File: src/rtl/memory_access_stage_pkg.sv
// Shared constants for the MEM stage: datapath width, access-size codes,
// write-back source encodings and the access FSM states.
package memory_access_stage_pkg;

  localparam int WORD_SIZE = 32;

  localparam logic [2:0] F3_B  = 3'b000;
  localparam logic [2:0] F3_H  = 3'b001;
  localparam logic [2:0] F3_W  = 3'b010;
  localparam logic [2:0] F3_BU = 3'b100;
  localparam logic [2:0] F3_HU = 3'b101;

  localparam logic [1:0] RS_ALU  = 2'b00;
  localparam logic [1:0] RS_LOAD = 2'b01;
  localparam logic [1:0] RS_PC4  = 2'b10;

  localparam logic [0:0] ST_IDLE = 1'b0;
  localparam logic [0:0] ST_WAIT = 1'b1;

  typedef enum logic [1:0] {SZ_BYTE, SZ_HALF, SZ_WORD} size_e;

  // Bit 2 of funct3 only selects zero extension; size lives in the low bits.
  function automatic size_e f3_size(input logic [2:0] f3);
    if (f3[1])
      return SZ_WORD;
    else if (f3[0])
      return SZ_HALF;
    else
      return SZ_BYTE;
  endfunction

endpackage

File: src/rtl/memory_access_stage_load_store_align.sv
// Byte-lane steering for loads and stores: enables, replicated store data,
// extracted/extended load data and the alignment check.
module memory_access_stage_load_store_align
  import memory_access_stage_pkg::*;
(
  input  logic [2:0]           i_funct3,
  input  logic [1:0]           i_addr_lo,
  input  logic [WORD_SIZE-1:0] i_wdata,
  input  logic [WORD_SIZE-1:0] i_rdata,
  output logic [3:0]           o_be,
  output logic [WORD_SIZE-1:0] o_wdata,
  output logic [WORD_SIZE-1:0] o_rdata,
  output logic                 o_misaligned
);

  size_e       w_size;
  logic [7:0]  w_byte;
  logic [15:0] w_half;

  always_comb begin
    w_size       = f3_size(i_funct3);
    w_byte       = i_rdata[{i_addr_lo, 3'b000} +: 8];
    w_half       = i_addr_lo[1] ? i_rdata[31:16] : i_rdata[15:0];
    o_be         = 4'b1111;
    o_wdata      = i_wdata;
    o_rdata      = i_rdata;
    o_misaligned = 1'b0;
    case (w_size)
      SZ_BYTE: begin
        o_be    = 4'b0001 << i_addr_lo;
        o_wdata = {4{i_wdata[7:0]}};
        o_rdata = i_funct3[2] ? {{(WORD_SIZE-8){1'b0}}, w_byte}
                              : {{(WORD_SIZE-8){w_byte[7]}}, w_byte};
      end
      SZ_HALF: begin
        o_be         = i_addr_lo[1] ? 4'b1100 : 4'b0011;
        o_wdata      = {2{i_wdata[15:0]}};
        o_rdata      = i_funct3[2] ? {{(WORD_SIZE-16){1'b0}}, w_half}
                                   : {{(WORD_SIZE-16){w_half[15]}}, w_half};
        o_misaligned = i_addr_lo[0];
      end
      default: begin
        o_misaligned = |i_addr_lo;
      end
    endcase
  end

endmodule

File: src/rtl/memory_access_stage.sv
// Pipeline MEM stage: data-memory handshake with timeout, upstream stall
// generation and the MEM/WB register feeding write-back.
module memory_access_stage
  import memory_access_stage_pkg::*;
#(
  parameter int TIMEOUT = 16
) (
  input  logic                 clk,
  input  logic                 rst,
  input  logic                 ValidM,
  input  logic [WORD_SIZE-1:0] ALUResultM,
  input  logic [WORD_SIZE-1:0] WriteDataM,
  input  logic [WORD_SIZE-1:0] PCPlus4M,
  input  logic [1:0]           ResultSrcM,
  input  logic                 MemWriteM,
  input  logic [2:0]           Funct3M,
  input  logic [4:0]           RdM,
  input  logic                 RegWriteM,
  output logic                 mem_req,
  output logic                 mem_we,
  output logic [WORD_SIZE-1:0] mem_addr,
  output logic [WORD_SIZE-1:0] mem_wdata,
  output logic [3:0]           mem_be,
  input  logic [WORD_SIZE-1:0] mem_rdata,
  input  logic                 mem_ready,
  output logic                 StallM,
  output logic [4:0]           RdMH,
  output logic                 RegWriteMH,
  output logic [WORD_SIZE-1:0] ALUResultW,
  output logic [WORD_SIZE-1:0] ReadDataW,
  output logic [WORD_SIZE-1:0] PCPlus4W,
  output logic [1:0]           ResultSrcW,
  output logic [4:0]           RdW,
  output logic                 RegWriteW,
  output logic                 MisalignW,
  output logic                 BusErrW
);

  localparam int CW = $clog2(TIMEOUT) + 1;

  logic [0:0]           r_state;
  logic [CW-1:0]        r_count;
  logic [WORD_SIZE-1:0] r_alu, r_rdata, r_pc4;
  logic [1:0]           r_rsrc;
  logic [4:0]           r_rd;
  logic                 r_regwrite, r_misalign, r_buserr;

  logic                 w_access, w_misaligned, w_mis_access;
  logic                 w_req, w_stall, w_timeout_abort, w_fault;
  logic [WORD_SIZE-1:0] w_rdata_fmt;

  memory_access_stage_load_store_align u_align (
    .i_funct3     (Funct3M),
    .i_addr_lo    (ALUResultM[1:0]),
    .i_wdata      (WriteDataM),
    .i_rdata      (mem_rdata),
    .o_be         (mem_be),
    .o_wdata      (mem_wdata),
    .o_rdata      (w_rdata_fmt),
    .o_misaligned (w_misaligned)
  );

  assign w_access        = ValidM & (MemWriteM | (ResultSrcM == RS_LOAD));
  assign w_mis_access    = w_access & w_misaligned;
  assign w_timeout_abort = (r_state == ST_WAIT) & ~mem_ready & (r_count == CW'(TIMEOUT - 1));
  // In WAIT the M inputs are held by the stall, so the request stays coherent.
  assign w_req           = rst & ((r_state == ST_WAIT) | (w_access & ~w_misaligned));
  assign w_stall         = w_req & ~mem_ready & ~w_timeout_abort;
  assign w_fault         = w_mis_access | w_timeout_abort;

  assign mem_req    = w_req;
  assign mem_we     = w_req & MemWriteM;
  assign mem_addr   = {ALUResultM[WORD_SIZE-1:2], 2'b00};
  assign StallM     = w_stall;
  assign RdMH       = RdM;
  assign RegWriteMH = RegWriteM & ValidM;

  always_ff @(posedge clk) begin
    if (!rst) begin
      r_state <= ST_IDLE;
      r_count <= '0;
    end else begin
      case (r_state)
        ST_IDLE: begin
          if (w_req & ~mem_ready) begin
            r_state <= ST_WAIT;
            r_count <= CW'(1);
          end
        end
        default: begin
          if (mem_ready | w_timeout_abort) begin
            r_state <= ST_IDLE;
            r_count <= '0;
          end else begin
            r_count <= r_count + CW'(1);
          end
        end
      endcase
    end
  end

  always_ff @(posedge clk) begin
    if (!rst || w_stall || !ValidM) begin
      r_alu      <= '0;
      r_rdata    <= '0;
      r_pc4      <= '0;
      r_rsrc     <= RS_ALU;
      r_rd       <= '0;
      r_regwrite <= 1'b0;
      r_misalign <= 1'b0;
      r_buserr   <= 1'b0;
    end else begin
      r_alu      <= ALUResultM;
      r_rdata    <= w_rdata_fmt;
      r_pc4      <= PCPlus4M;
      r_rsrc     <= ResultSrcM;
      r_rd       <= RdM;
      r_regwrite <= RegWriteM & (RdM != 5'd0) & ~w_fault;
      r_misalign <= w_mis_access;
      r_buserr   <= w_timeout_abort;
    end
  end

  assign ALUResultW = r_alu;
  assign ReadDataW  = r_rdata;
  assign PCPlus4W   = r_pc4;
  assign ResultSrcW = r_rsrc;
  assign RdW        = r_rd;
  assign RegWriteW  = r_regwrite;
  assign MisalignW  = r_misalign;
  assign BusErrW    = r_buserr;

endmodule

File: config.mk
export PLATFORM = sky130hd
export DESIGN_NAME = memory_access_stage
export DESIGN_NICKNAME = d
export VERILOG_FILES = /design/src/rtl/memory_access_stage_pkg.sv /design/src/rtl/memory_access_stage_load_store_align.sv /design/src/rtl/memory_access_stage.sv
export SDC_FILE = /design/constraint.sdc
export NUM_CORES = 1
export LEC_CHECK = 0
export ABC_AREA = 0
export ABC_CLOCK_PERIOD_IN_PS = 2820
export CORE_ASPECT_RATIO = 0.9
export CORE_MARGIN = 4
export CORE_UTILIZATION = 30
export CTS_CLUSTER_DIAMETER = 30
export CTS_CLUSTER_SIZE = 16
export DETAILED_ROUTE_END_ITERATION = 8
export GPL_TIMING_DRIVEN = 0
export HOLD_SLACK_MARGIN = 0.02
export MAX_ROUTING_LAYER = met4
export PLACE_DENSITY = 0.75
export SYNTH_ARGS = -nofsm -noshare
export SYNTH_HDL_FRONTEND = slang
export SYNTH_SLANG_ARGS = --single-unit
File: constraint.sdc
create_clock -name clk -period 2.82 [get_ports clk]
set_input_delay 0.705 -clock clk [delete_from_list [all_inputs] [get_ports clk]]
set_output_delay 0.705 -clock clk [all_outputs]
set_load 0.05 [all_outputs]
After elaboration in Yosys (flattened, before gate mapping)
Index checks and enable logic that the tools add are counted.
Widths: inputs -> output; s select.
{"block": "word_totals", "output_inout_bits": 183, "ff_bits": 112, "inputBits": 144, "wordCells": 60}
{"block": "op_classes", "shift": 2, "addsub": 1, "mux": 16, "reduce_logical": 8, "eq_ne": 3, "bitwise": 20}
{"operator": "$pmux 32 s2", "count": 2}
{"operator": "$mux 32", "count": 2}
{"operator": "$shiftx 32x6->8", "count": 1}
{"operator": "$mux 16", "count": 1}
{"operator": "$mux 5", "count": 3}
{"operator": "$and 1x1->1", "count": 12}
{"operator": "$pmux 4 s2", "count": 1}
{"operator": "$add 5x1->5 const B", "count": 1}
{"operator": "$eq 5x4->1 const B", "count": 1}
{"operator": "$reduce_bool 5->1", "count": 1}
{"operator": "$eq 2x1->1 const B", "count": 2}
{"operator": "$mux 1", "count": 4}
{"operator": "$mux 4", "count": 1}
{"operator": "$not 1->1", "count": 4}
{"operator": "$or 1x1->1", "count": 4}
{"operator": "$shl 1x2->4 const A", "count": 1}
{"operator": "$logic_not 1->1", "count": 2}
{"operator": "$logic_not 2->1", "count": 1}
{"operator": "$logic_or 1x1->1", "count": 2}
{"operator": "$mux 2", "count": 1}
{"operator": "$pmux 1 s2", "count": 1}
{"operator": "$reduce_bool 2->1", "count": 1}
{"operator": "$reduce_or 2->1", "count": 1}

Depth between registers and ports, before layout
{"block": "depth", "word_depth": 12, "ltp_mapped": 8}

By module
A second synthesis with hierarchy kept.
{"block": "hier_totals", "hier_cells": 504, "hier_area_um2": 4827.1}
{"module": "memory_access_stage", "cells_per_inst": 315, "area_each_um2": 3592.2, "seq_area_each_um2": 2242.2, "instances": 1}
{"module": "memory_access_stage_load_store_align", "cells_per_inst": 189, "area_each_um2": 1234.9, "seq_area_each_um2": 0.0, "instances": 1}

Worst setup path after synthesis
No wires, ideal clock.
{"block": "synth_timing", "path_kind": "in2out", "start": "input Funct3M[0]", "end": "output mem_we", "path_stages": 5, "n_path_buf": 1, "required_ns": 2.115, "slack_ns": -0.464, "arrival_time_ns": 2.579, "path_cell_list": "buf_2 a21oi_1 o221ai_1 a21oi_1 and2_1"}
{"block": "synth_between", "elab_chain_len": 9, "word_cells_on_any_way": 10, "classes_between": "eq/ne (1); mux (3); bitwise (5); reduce/logical (1)"}
{"element": "from (decl)", "line_no": "memory_access_stage.sv:16", "text": "input logic [2:0] Funct3M,"}
{"element": "$mux 1 (*)", "line_no": "memory_access_stage_pkg.sv:26", "text": "else if (f3[0])"}
{"element": "$mux 2 (*)", "line_no": "memory_access_stage_pkg.sv:24", "text": "if (f3[1])"}
{"element": "$eq 2x1->1 or $logic_not 2->1 (tied branches)", "line_no": "memory_access_stage_load_store_align.sv:28", "text": "case (w_size)"}
{"element": "$pmux 1 s2 (*)", "line_no": "memory_access_stage_load_store_align.sv:28"}
{"element": "$not 1->1 (*)", "line_no": "memory_access_stage.sv:67", "text": "assign w_req = rst & ((r_state == ST_WAIT) | (w_access & ~w_misaligned));"}
{"element": "$and 1x1->1 (*)", "line_no": "memory_access_stage.sv:67"}
{"element": "$or 1x1->1 (*)", "line_no": "memory_access_stage.sv:67"}
{"element": "$and 1x1->1 (*)", "line_no": "memory_access_stage.sv:67"}
{"element": "named net mem_req", "line_no": "memory_access_stage.sv:19", "text": "output logic mem_req,"}
{"element": "$and 1x1->1 (*)", "line_no": "memory_access_stage.sv:72", "text": "assign mem_we = w_req & MemWriteM;"}
{"element": "to (decl)", "line_no": "memory_access_stage.sv:20", "text": "output logic mem_we,"}
Mark *: on every way through the listed nets, which the timed path passes. The rest lies on a longest branch.

Worst setup path after layout
{"block": "layout_timing", "start": "input ALUResultM[12]", "end": "output mem_addr[12]"}
{"element": "from (decl)", "line_no": "memory_access_stage.sv:11", "text": "input logic [WORD_SIZE-1:0] ALUResultM,"}
{"element": "to (decl)", "line_no": "memory_access_stage.sv:21", "text": "output logic [WORD_SIZE-1:0] mem_addr,"}
No word-level cell between the ends.

==> results by group <==
Critical path
  – Critical Path Fanout Max: 2
  – Crit path arrival time: roughly 2.1 ns
  – Critical path type: input pin to primary output
  – R2r worst-path depth: 8
  – R2R Path Start: r_count[0]
  – Worst R2R Setup Slack: about 0.54 ns
  – Worst setup EP type: primary output
  – R2R Path End: ALUResultW[3]
  – Critical path required time: between 2 and 2.5 ns
  – Type of origin of the critical path: input pin

Logic synthesis
  – Post-synth top cells: dfxtp_1 (112), and2_1 (72), buf_4 (45)
  – Share of the synthesized area in the top cell type: 0.503
  – FFs w/ async S/R, synth: 0
  – Sequential fraction of the synthesis area: 0.503
  – Area contributors post-synth: dfxtp_1 (50%), and2_1 (10%), buf_4 (7.6%), mux2_2 (4.3%), mux2i_1 (3.6%)
  – Most frequent cell after synthesis: dfxtp_1
  – Cell variety after synth: 45
  – Synth Cell Area: 4460 µm²
  – Seq cells post-synth: 112
  – Cells after Synth: ~450
  – Syn Area/Cell: 9.99 µm²
  – Synthesis Warnings: 0
  – Most used DFF post-synth: dfxtp_1
  – Synth area leader: dfxtp_1
  – EDFF count, synth: 0

Pwr
  – Psw: 1.37 mW
  – Switching fraction of total power: 0.328
  – P_int: 2.81 mW
  – Pwr Total: 4.18 mW
  – Comb power frac: 0.297
  – Sequential power share: 0.398
  – Power Dens Cells: slightly above 500 nW/µm²
  – LEAKAGE: roughly 3.5 nW
  – Maximum vdd ir drop: 326 µV
  – Clock share of power: 0.305

Route
  – DR pass1 iterations: 5
  – Residual DRC count: 0
  – Final WL: 17.4 mm
  – Avg WL per Cell: approximately 18 µm
  – Drt first-iter violations: 205
  – Antenna-violating nets left: 0
  – Via count: 4,470
  – Vias per cell: ~4.6

Die
  – Num rows: 41
  – Die Y: 124 µm
  – IO Pins: ~330
  – Initial Util: 0.312
  – Core footprint: roughly 14,000 µm²
  – Die width: 136 µm
  – DIE AREA: 16,900 µm²

Layout
  – Final net count: 930
  – Inserted Diodes: 0
  – P&R area growth vs syn: 85.8%
  – Final Instance Area: between 8000 and 9000 µm²
  – Final core utilization: 0.580
  – Proportion of layout cells with a drive suffix above 1: 0.185
  – Fillcell total: approximately 1,300

Global routing
  – Initial antenna violation count: 0
  – Grt total ovfl: 0
  – Pin count of the biggest net entering global routing: 20
  – First-pass GRT wire length: about 25 mm
  – GRT Total Usage: 0.203
  – Vias in the first global route: 4,688

Place
  – Placed cell areas: 7950 µm²
  – Place WS: -0.841 ns
  – RePlAce Congestion: a little under 0.9
  – HPWL after DPL: 14.2 mm
  – IO buf count: 320

Clock tree
  – Clk slew on worst S/H paths: 0.07 ns
  – Number of H-tree levels: 3
  – Bufs on Longest Clock Path: 2
  – Skew-Pair Late Insertion Delay: 0.35 ns
  – CTS Buf Count: 9
  – Cts hold-fix bufs: 0
  – Clock sinks: 112
  – TritonCTS clock tree: done
  – Clk root buf: clkbuf_16

Min path
  – Hold depth: 1
  – Hold Crit Start: r_count[3]
  – Hold EP: r_count[3]
  – Worst hold path type: flip-flop to flip-flop

Run
  – Number of max-cap violations: 0

STA
  – Max Clk Rate: around 360 MHz
  – Final WS setup: around 0.028 ns
  – Max-slew violation total from the final report: 0
  – RSZ-0062 raised after global routing: true
  – Final Cycle Share: 0.990
  – Hold Vio Cnt, Final: 0
  – Max_slew headroom: 0.519
  – Clk_skew: 0.00581 ns
  – Setup violations, final: 0
  – Min Tclk post-route: 2.79 ns
  – Setup_tns: 0 ns
  – Worst-Margin Slew: 0.720 ns

Status
  – Status: complete, no violations
==> cell usage in the layout (no fill, tap or decap), types with 8 or more instances in the layout <==
master	count
clkdlybuf4s50_1	258
dfxtp_1	112
and2_1	72
buf_4	56
dlygate4sd2_1	31
nand2_1	27
a21oi_1	26
mux2_2	17
mux2i_1	16
clkbuf_2	12
nor2_1	12
clkbuf_1	10
dlymetal6s2s_1	10
clkbuf_16	9
buf_2	8
inv_1	8
o21ai_2	8
==> cell families after synthesis <==
kind of cell / Yosys count / synth area share
DFF: 112 / 0.503
AOI/OAI and AO/OA: 80 / 0.122
other: 1 / 0.000842
buffers and inverters: 80 / 0.111
muxes: 34 / 0.0840
adders and majority gates: 2 / 0.00562
and+or+nand+nor: 137 / 0.173
==> worst max-delay path, stage by stage <==
cell and delay [ns]:
clkdlybuf4s50_1 0.47, buf_4 0.10, clkdlybuf4s50_1 0.81
==> routing by layer <==
metal / track usage / vias to the layer above / share of wire
li1: - / 2154 / -
met1: 0.209 / 2071 / 0.36
met2: 0.364 / 217 / 0.52
met3: 0.0723 / 28 / 0.093
met4: 0.0586 / 0 / 0.020
met5: - / - / 0
==> through the flow <==
step | std cells | hold slack (ns)
after floorplan | 447 | 0.423
after global placement | 960 | 0.441
after detailed placement | 960 | 0.472
after CTS | 976 | 0.482
after global routing | 982 | 0.501
final | 982 | 0.479
==> sequential cells by signal, summed over array words and instances (netlist names), 2 cells and up <==
| name | flops |
|---|---|
| ALUResultW | 32 |
| RdW | 5 |
| PCPlus4W | 32 |
| ReadDataW | 32 |
| r_count | 5 |
| ResultSrcW | 2 |
==> power by group through the flow <==
| stage | clock network [mW] | logic, mW | registers, mW |
|---|---|---|---|
| global route | 1.37 | 1.30 | 1.67 |
| detailed placement | 0 | 1.26 | 1.70 |
| global placement | 0 | 1.25 | 1.70 |
| floorplan | 0 | 0.496 | 1.93 |
| CTS | 1.32 | 1.25 | 1.67 |
| finish | 1.27 | 1.24 | 1.66 |
==> cell type report <==
cell class              instances  area, µm²  area share
clock inverters                 5       46.3     0.00559
inverters                       8       30.0     0.00363
flip-flops and latches        112       2240       0.271
multi-input cells             255       1790       0.216
clock buffers                  11        253      0.0305
well taps                     193        241      0.0292
plain buffers                  71        478      0.0577
repair buffers                327       3200       0.386
==> how the worst max path moves through the flow <==
stage                     to           start  slack (ns)
5_1_grt               StallM       mem_ready       -0.06
3_3_place_gp   mem_wdata[28]      Funct3M[1]       -0.81
4_1_cts        mem_wdata[12]      Funct3M[1]       -0.08
2_1_floorplan         mem_we      Funct3M[0]       -0.15
3_5_place_dp          mem_we   ALUResultM[0]       -0.84
6_report        mem_addr[12]  ALUResultM[12]        0.03
==> timing repair <==
action	in CTS	in global routing
gates resized for setup	104	28
hold endpoints to repair	0	0
buffers inserted	1	6
pin swaps	2	1
endpoints found under the setup margin	51	26
(Power assumes the default switching activity.)
